[config.mk]
export PLATFORM = sky130hd
export DESIGN_NAME = ram_weights_seq
export DESIGN_NICKNAME = d
export VERILOG_FILES = /design/src/rtl/ram_weights_seq.sv
export SDC_FILE = /design/constraint.sdc
export NUM_CORES = 1
export LEC_CHECK = 0
export BUFFER_PORTS_ARGS = -buffer_cell sky130_fd_sc_hd__buf_2
export CORE_MARGIN = 2
export CORE_UTILIZATION = 35
export DETAILED_ROUTE_END_ITERATION = 6
export PLACE_DENSITY = 0.61
export SYNTH_ARGS = -nofsm -noshare
export SYNTH_HDL_FRONTEND = slang
export SYNTH_SLANG_ARGS = --single-unit
export TNS_END_PERCENT = 100
[constraint.sdc]
create_clock -name clk -period 3.9 [get_ports clk]
set_input_delay 0.975 -clock clk [delete_from_list [all_inputs] [get_ports clk]]
set_output_delay 0.975 -clock clk [all_outputs]
set_load 0.05 [all_outputs]
[src/rtl/ram_weights_seq.sv]
// ram_weights_seq: fills a single-port weight SRAM from an AXI-stream, then
// replays the stored words out of a second AXI-stream a configurable number
// of times.
//
// Ports:
//   clk, rst                   clock (rising edge), async active-high reset
//   s_valid/s_ready/s_data/s_last  fill stream; s_ready high in FILL only
//   cfg_passes                 replay count, sampled on the final fill beat
//   m_valid/m_ready/m_data/m_last  drain stream; m_last on final word only
//   ram_en/ram_we/ram_addr/ram_din/ram_dout  SRAM master, 1-cycle read latency
//   busy                       high while draining
`ifndef RAM_WEIGHTS_DEPTH
`define RAM_WEIGHTS_DEPTH 16
`endif
`ifndef COLS
`define COLS 4
`endif
`ifndef K_BITS
`define K_BITS 8
`endif

module ram_weights_seq #(
  parameter int DEPTH     = `RAM_WEIGHTS_DEPTH,
  parameter int WIDTH     = `COLS*`K_BITS,
  parameter int PASS_BITS = 8,
  localparam int AW       = (DEPTH > 1) ? $clog2(DEPTH) : 1
) (
  input  logic                 clk,
  input  logic                 rst,
  input  logic                 s_valid,
  input  logic [WIDTH-1:0]     s_data,
  input  logic                 s_last,
  output logic                 s_ready,
  input  logic [PASS_BITS-1:0] cfg_passes,
  output logic                 m_valid,
  output logic [WIDTH-1:0]     m_data,
  output logic                 m_last,
  input  logic                 m_ready,
  output logic                 ram_en,
  output logic                 ram_we,
  output logic [AW-1:0]        ram_addr,
  output logic [WIDTH-1:0]     ram_din,
  input  logic [WIDTH-1:0]     ram_dout,
  output logic                 busy
);

  typedef enum logic {FILL, DRAIN} state_t;
  state_t state, state_nxt;

  logic [AW-1:0]        wr_ptr, rd_ptr;
  logic [AW:0]          count;
  logic [PASS_BITS-1:0] passes, pass_cnt;
  logic                 rd_done;
  logic                 inflight, inflight_last;
  logic [WIDTH-1:0]     fifo_data [2];
  logic                 fifo_last [2];
  logic                 wr_idx, rd_idx;
  logic [1:0]           occ;

  logic accept, fill_end, issue, pop, rd_wrap, final_rd, room;

  assign rd_wrap  = ({1'b0, rd_ptr} == count - 1'b1);
  assign final_rd = rd_wrap && (pass_cnt == passes - 1'b1);
  // A slot freed by this cycle's pop is reusable by this cycle's read: the
  // data lands two edges later, after the pop has retired. This is what
  // allows one beat per cycle with only two FIFO entries.
  assign room = ({1'b0, occ} + {2'b0, inflight}) < (3'd2 + {2'b0, pop});

  always_comb begin
    state_nxt = state;
    s_ready   = 1'b0;
    accept    = 1'b0;
    fill_end  = 1'b0;
    issue     = 1'b0;
    ram_en    = 1'b0;
    ram_we    = 1'b0;
    ram_addr  = '0;
    ram_din   = '0;
    m_valid   = (occ != 2'd0);
    pop       = m_valid && m_ready;
    m_data    = m_valid ? fifo_data[rd_idx] : '0;
    m_last    = m_valid && fifo_last[rd_idx];
    busy      = (state == DRAIN);
    if (!rst) begin
      case (state)
        FILL: begin
          s_ready  = 1'b1;
          accept   = s_valid;
          fill_end = accept && (s_last || wr_ptr == AW'(DEPTH - 1));
          if (accept) begin
            ram_en   = 1'b1;
            ram_we   = 1'b1;
            ram_addr = wr_ptr;
            ram_din  = s_data;
          end
          if (fill_end) state_nxt = DRAIN;
        end
        DRAIN: begin
          issue = !rd_done && room;
          if (issue) begin
            ram_en   = 1'b1;
            ram_addr = rd_ptr;
          end
          if (pop && m_last) state_nxt = FILL;
        end
        default: state_nxt = FILL;
      endcase
    end
  end

  always_ff @(posedge clk or posedge rst) begin
    if (rst) state <= FILL;
    else     state <= state_nxt;
  end

  always_ff @(posedge clk or posedge rst) begin
    if (rst) begin
      wr_ptr        <= '0;
      rd_ptr        <= '0;
      count         <= '0;
      passes        <= '0;
      pass_cnt      <= '0;
      rd_done       <= 1'b0;
      inflight      <= 1'b0;
      inflight_last <= 1'b0;
      wr_idx        <= 1'b0;
      rd_idx        <= 1'b0;
      occ           <= '0;
      for (int i = 0; i < 2; i++) begin
        fifo_data[i] <= '0;
        fifo_last[i] <= 1'b0;
      end
    end else begin
      if (accept) wr_ptr <= fill_end ? '0 : wr_ptr + 1'b1;
      if (fill_end) begin
        count    <= {1'b0, wr_ptr} + 1'b1;
        passes   <= (cfg_passes == '0) ? PASS_BITS'(1) : cfg_passes;
        rd_ptr   <= '0;
        pass_cnt <= '0;
        rd_done  <= 1'b0;
      end
      if (issue) begin
        if (rd_wrap) begin
          rd_ptr <= '0;
          if (final_rd) rd_done  <= 1'b1;
          else          pass_cnt <= pass_cnt + 1'b1;
        end else begin
          rd_ptr <= rd_ptr + 1'b1;
        end
      end
      // ram_dout is only meaningful the cycle after a read was issued
      inflight      <= issue;
      inflight_last <= issue && final_rd;
      if (inflight) begin
        fifo_data[wr_idx] <= ram_dout;
        fifo_last[wr_idx] <= inflight_last;
        wr_idx            <= ~wr_idx;
      end
      if (pop) rd_idx <= ~rd_idx;
      occ <= occ + {1'b0, inflight} - {1'b0, pop};
    end
  end

endmodule
==> results of run 1 <==
[power breakdown]
group	switching, W	internal, W
clock network	0.000403	0.000472
registers	0.000388	0.00154
logic	0.00203	0.00114
total	0.00282	0.00315
[worst max path at each step]
stage	startpoint	endpoint	slack, ns	cells past startpoint
after CTS	inflight	ram_addr[1]	0.58	7
after floorplan	rst	busy	0.22	1
final	inflight	ram_addr[1]	0.63	7
after global routing	inflight	ram_addr[0]	0.46	7
after detailed placement	s_valid	ram_addr[1]	0.70	5
after global placement	m_ready	ram_addr[1]	0.74	7
[synth_stat cells, drive strengths merged, types with 5 or more instances]
| master | count |
|---|---|
| inv | 15 |
| and3 | 34 |
| a22o | 5 |
| o21ai | 17 |
| xor2 | 7 |
| mux2 | 66 |
| nor2 | 46 |
| xnor2 | 16 |
| nand2 | 46 |
| mux2i | 41 |
| nand3 | 5 |
| dfrtp | 103 |
| clkbuf | 22 |
| buf | 5 |
| ha | 9 |
[worst max-delay path: cells and delay by family, from the launching register on]
family	cells	cell delay (ns)
fa+ha+maj	2	0.41
flops	1	0.46
simple gates	2	0.48
compound gates	1	0.15
buf+inv	2	0.44
[state kept, by name, indices dropped and copies added (netlist names), 2 cells and up]
register   flops
passes         8
fifo_last      2
count          5
pass_cnt       8
fifo_data     64
wr_ptr         4
rd_ptr         4
occ            2
[per-layer routing]
metal	vias to the layer above	global-route usage [%]	wire length, um
met3	17	4.65	580
met1	2015	19.6	5620
met2	93	26.1	6130
li1	1967	-	-
met5	-	0	0
met4	0	4.46	188
[area by class of cell]
cell class,count,share of cell area (%)
well taps,184,3.53
clock inverters,5,0.632
clock buffers,11,3.87
repair buffers,157,12.3
inverters,16,0.958
flip-flops and latches,103,39.5
multi-input cells,336,39.2
[metrics by stage]
step                      total power (W)  std cells
final                             0.00597        812
after global routing              0.00636        812
after CTS                         0.00605        812
after detailed placement          0.00515        796
after global placement            0.00504        796
after floorplan                   0.00441        482
[cells by family (layout without fill, tap and decap cells)]
logic type,after synthesis,in the layout,share of synthesized area (%)
and+or+nand+nor,155,155,14.5
muxes,107,107,21.8
DFF,103,103,48.7
buffers and inverters,43,189,3.21
AOI/OAI and AO/OA,42,42,5.90
xor gates and xnor gates,23,23,3.80
adders and majority gates,9,9,2.13
==> results.yml, run 1 <==
power:
  total_leakage_power_nw: 3.39
  ir_drop_uv: 353
  pwr_density_cell_nw_per_um2: 914
clock_network:
  cts_tree: "built"
  cts_buffers: 9
  cts_buffer_depth: 2
  htree_levels: 3
  cts_hold_buffers: 0
  postCtsSetupBuffers: 0
  cts.sinks: 103
  clkTransAtPathRegs_ns: 0.07
  cts-root-buf: "clkbuf_16"
  clock_latency_ns: 0.35
  cts_resized: 0
yosys:
  yosysWarnings: 0
  synthDistinctLibCells: 50
  synth_seq_cells: 103
  ys.flop_type: "dfrtp_1"
  syn_nets: 568
  syn_area_um2: 5300
  synth_edf_count: 0
  synth_top_cell_by_area: "dfrtp_1"
  syn_area_per_cell_um2: 11.0
  synth_top_area_share_pct: 48.7
  synthCells: 482
  ys_top_cells_by_area: "dfrtp_1, mux2_2, mux2i_1"
  synthArstFlopShare_pct: 100
  synth.yosys.seq_area_share_pct: 48.7
timing:
  rsz0062_at_grt: "no"
  clock.fmax_mhz: 305
  finalSetupTns_ns: 0
  min_period_over_period_pct: 83.9
  slew_headroom_pct: 30.2
  finalSetupViolCount: 0
  report.final.slew_viol_count: 0
  hold_ws_ns: 0.490
  setup_ws_ns: 0.627
  worst_pin_slew_ns: 1.04
  period_minus_slack_ns: 3.27
  final_hold_viol_count: 0
  skew_ns: 0.00494
grt:
  grt_antenna_before_repair: 0
  track_usage_pct: 15.6
  grt_pass1_wl_mm: 20.2
  overflow: 0
  grt_max_degree: 46
  grt_pass1_vias: 4114
route:
  drc_errors: 0
  drt_first_pass_iters: 4
  route.final.wire_length_mm: 12.5
  num_vias: 4092
  vias_per_cell: 5.04
  drt-initial-drc-count: 179
  routedWlPerCell_um: 15.4
  antenna_left: 0
setup_path:
  timing_worst_setup_path_type: "reg2out"
  r2r-end: "pass_cnt[2]"
  cp-start-kind: "register"
  reg2reg_from: "inflight"
  arrival_ns: 2.30
  cpMostUsedCell: "ha_1"
  critPathSlowestCell: "dfrtp_1"
  cp.required_ns: 2.92
  path_cells: "ha_1 -> ha_1 -> nor4b_1 -> nand2_1 -> clkinv_1 -> a22o_1 -> buf_2"
  worstRegToRegCells: 7
  r2r_slack_ns: 1.44
  max_stage_delay_ns: 0.46
  path_max_fanout: 9
  cp-end-kind: "primary output"
die:
  initial_core_util_pct: 36.2
  die_w_um: 127
  core_area_um2: 14600
  die_h_um: 127
  die_area_um2: 16100
  num_io_pins: 151
  placementRows: 44
final_layout:
  final_util_pct: 44.6
  final.fill_count: 1374
  regArea_um2: 2580
  diodes: 0
  fin_nets: 709
  multiInputGateArea_um2: 2560
  final_common_cell: "buf_2"
  design_area_um2: 6530
  syn_to_final_growth_pct: 23.2
  drive_above_1_share_pct: 39.6
  mostFrequentLayoutCells: "buf_2, dfrtp_1, mux2_2"
min_path:
  hp-class: "reg2reg"
  hold_depth: 1
  hp-start: "rd_done"
  holdPathEnd: "rd_done"
place:
  dp_hpwl_mm: 9.04
  portBuffers: 150
  dp_slack_ns: 0.698
  gp_congestion: 0.815
  post_dp_cell_area_um2: 6230
flow_run:
  max-cap-violations: 0
status:
  status: "finished clean"
Power figures use the tool's default switching activity.
==> run 2, diff against run 1 <==
--- a/config.mk
+++ b/config.mk
@@ -9,7 +9,7 @@
 export CORE_MARGIN = 2
 export CORE_UTILIZATION = 35
 export DETAILED_ROUTE_END_ITERATION = 6
-export PLACE_DENSITY = 0.61
+export PLACE_DENSITY = 0.64
 export SYNTH_ARGS = -nofsm -noshare
 export SYNTH_HDL_FRONTEND = slang
 export SYNTH_SLANG_ARGS = --single-unit
==> constraint.sdc (replaced) <==
create_clock -name clk -period 2.9 [get_ports clk]
set_input_delay 0.725 -clock clk [delete_from_list [all_inputs] [get_ports clk]]
set_output_delay 0.725 -clock clk [all_outputs]
set_load 0.05 [all_outputs]
==> run 2 against run 1 <==
Sequential cell count unchanged. Highest routed layer unchanged. Hold slack gained 0.014 ns. Wire length decreased by 0.93%. Sequential share of layout area down 0.74 points. Largest cell class unchanged.
==> results.yml, run 2 (synthesized netlist as in run 1, its figures left out) <==
power:
  power_w: 0.00815
  pwr_density_cell_nw_per_um2: 1220
  total_leakage_power_nw: 3.44
  ir_drop_uv: 486
route:
  vias_per_cell: 5.07
  drt_first_pass_iters: 4
  drc_errors: 0
  routedWlPerCell_um: 15.1
  route.final.wire_length_mm: 12.4
  antenna_left: 0
  num_vias: 4150
  drt-initial-drc-count: 182
min_path:
  hp-class: "reg2reg"
  hp-start: "rd_done"
  hold_depth: 1
  holdPathEnd: "rd_done"
die:
  die_area_um2: 16100
  placementRows: 44
  initial_core_util_pct: 36.2
  die_w_um: 127
  core_area_um2: 14600
  num_io_pins: 151
  die_h_um: 127
setup_path:
  cp-start-kind: "register"
  path_max_fanout: 5
  cp-end-kind: "primary output"
  worstRegToRegCells: 8
  cp.required_ns: 2.17
  arrival_ns: 2.05
  timing_worst_setup_path_type: "reg2out"
  r2r_slack_ns: 0.50
  reg2reg_from: "passes[0]"
  r2r-end: "pass_cnt[2]"
timing:
  worst_pin_slew_ns: 0.903
  report.final.slew_viol_count: 0
  finalSetupViolCount: 0
  min_period_over_period_pct: 95.5
  period_minus_slack_ns: 2.77
  slew_headroom_pct: 39.6
  clock.fmax_mhz: 361
  skew_ns: 0.00559
  final_hold_viol_count: 0
place:
  placedCellCount: 802
  dp_hpwl_mm: 8.99
  portBuffers: 150
  gp_congestion: 0.797
clock_network:
  cts_hold_buffers: 0
  cts_buffers: 9
  clkTransAtPathRegs_ns: 0.07
  clock_latency_ns: 0.35
  cts-root-buf: "clkbuf_16"
  cts_tree: "built"
  cts.sinks: 103
  htree_levels: 3
  cts_buffer_depth: 2
final_layout:
  drive_above_1_share_pct: 40.9
  final_common_cell: "buf_2"
  max_flop_register: "fifo_data"
  largestRegisters: "fifo_data x64, pass_cnt x8, passes x8"
  syn_to_final_growth_pct: 25.6
  mostFrequentLayoutCells: "buf_2, dfrtp_1, mux2_2"
  fin_cells: 819
  diodes: 0
  largest_reg_flops: 64
  fin_nets: 716
status:
  status: "finished clean"
flow_run:
  max-cap-violations: 0
grt:
  grt_pass1_wl_mm: 20.4
  grt_antenna_before_repair: 0
  track_usage_pct: 15.7
  grt_max_degree: 62
  grt_pass1_vias: 4177
  overflow: 0
==> run 2: worst max-delay path by stage <==
stage,from,end,slack [ns]
after floorplan,rst,ram_din[21],0.06
after CTS,inflight,ram_addr[0],0.008
after detailed placement,m_ready,ram_addr[0],0.29
after global placement,m_ready,ram_addr[3],0.33
after global routing,inflight,ram_addr[0],-0.003
final,inflight,ram_addr[0],0.13
==> run 2: metal layers <==
| metal | routed length [um] | vias up | global-route usage (%) |
|---|---|---|---|
| met4 | 204 | 0 | 5.43 |
| met5 | 0 | - | 0 |
| met2 | 6250 | 105 | 26.9 |
| met1 | 5450 | 2041 | 19.4 |
| li1 | - | 1981 | - |
| met3 | 493 | 23 | 3.64 |
==> run 2: layout make-up <==
type | count | area, um^2
Sequential cell | 103 | 2580
Clock buffer | 9 | 225
Fill cell | 1379 | 7990
Tap cell | 184 | 230
Timing Repair Buffer | 164 | 911
Clock inverter | 7 | 77.6
Inverter | 16 | 63.8
Multi-Input combinational cell | 336 | 2570
==> run 2: per-stage QoR <==
step	hold WS, ns	worst slack (ns)	setup TNS (ns)	utilization [%]	area [um^2]
6_report	0.504	0.130	0	45.5	6660
5_1_grt	0.518	-0.00308	-0.00308	45.5	6660
4_1_cts	0.491	0.00834	0	45.4	6650
3_5_place_dp	0.476	0.293	0	43.2	6320
3_3_place_gp	0.475	0.333	0	43.2	6320
2_1_floorplan	0.451	0.0635	0	-	5300
==> run 2: worst max-delay path, cell delays in order (launching register included) <==
cell and delay (ns):
dfrtp_2 0.44, ha_1 0.21, ha_1 0.18, nor4b_2 0.24
nand2_1 0.16, inv_2 0.12, a22o_1 0.17, buf_6 0.17
==> run 2: report_power, final <==
group / switching, W / internal, W
clock network: 0.000550 / 0.000678
registers: 0.000506 / 0.00207
logic: 0.00275 / 0.00160
total: 0.00380 / 0.00435
==> run 2: timing repair <==
item / in CTS / in global routing
endpoints found under the hold margin: 0 / 0
endpoints found under the setup margin: 4 / 4
pin swaps: 1 / 2
resized for setup: 5 / 4
setup buffers: 1 / 0
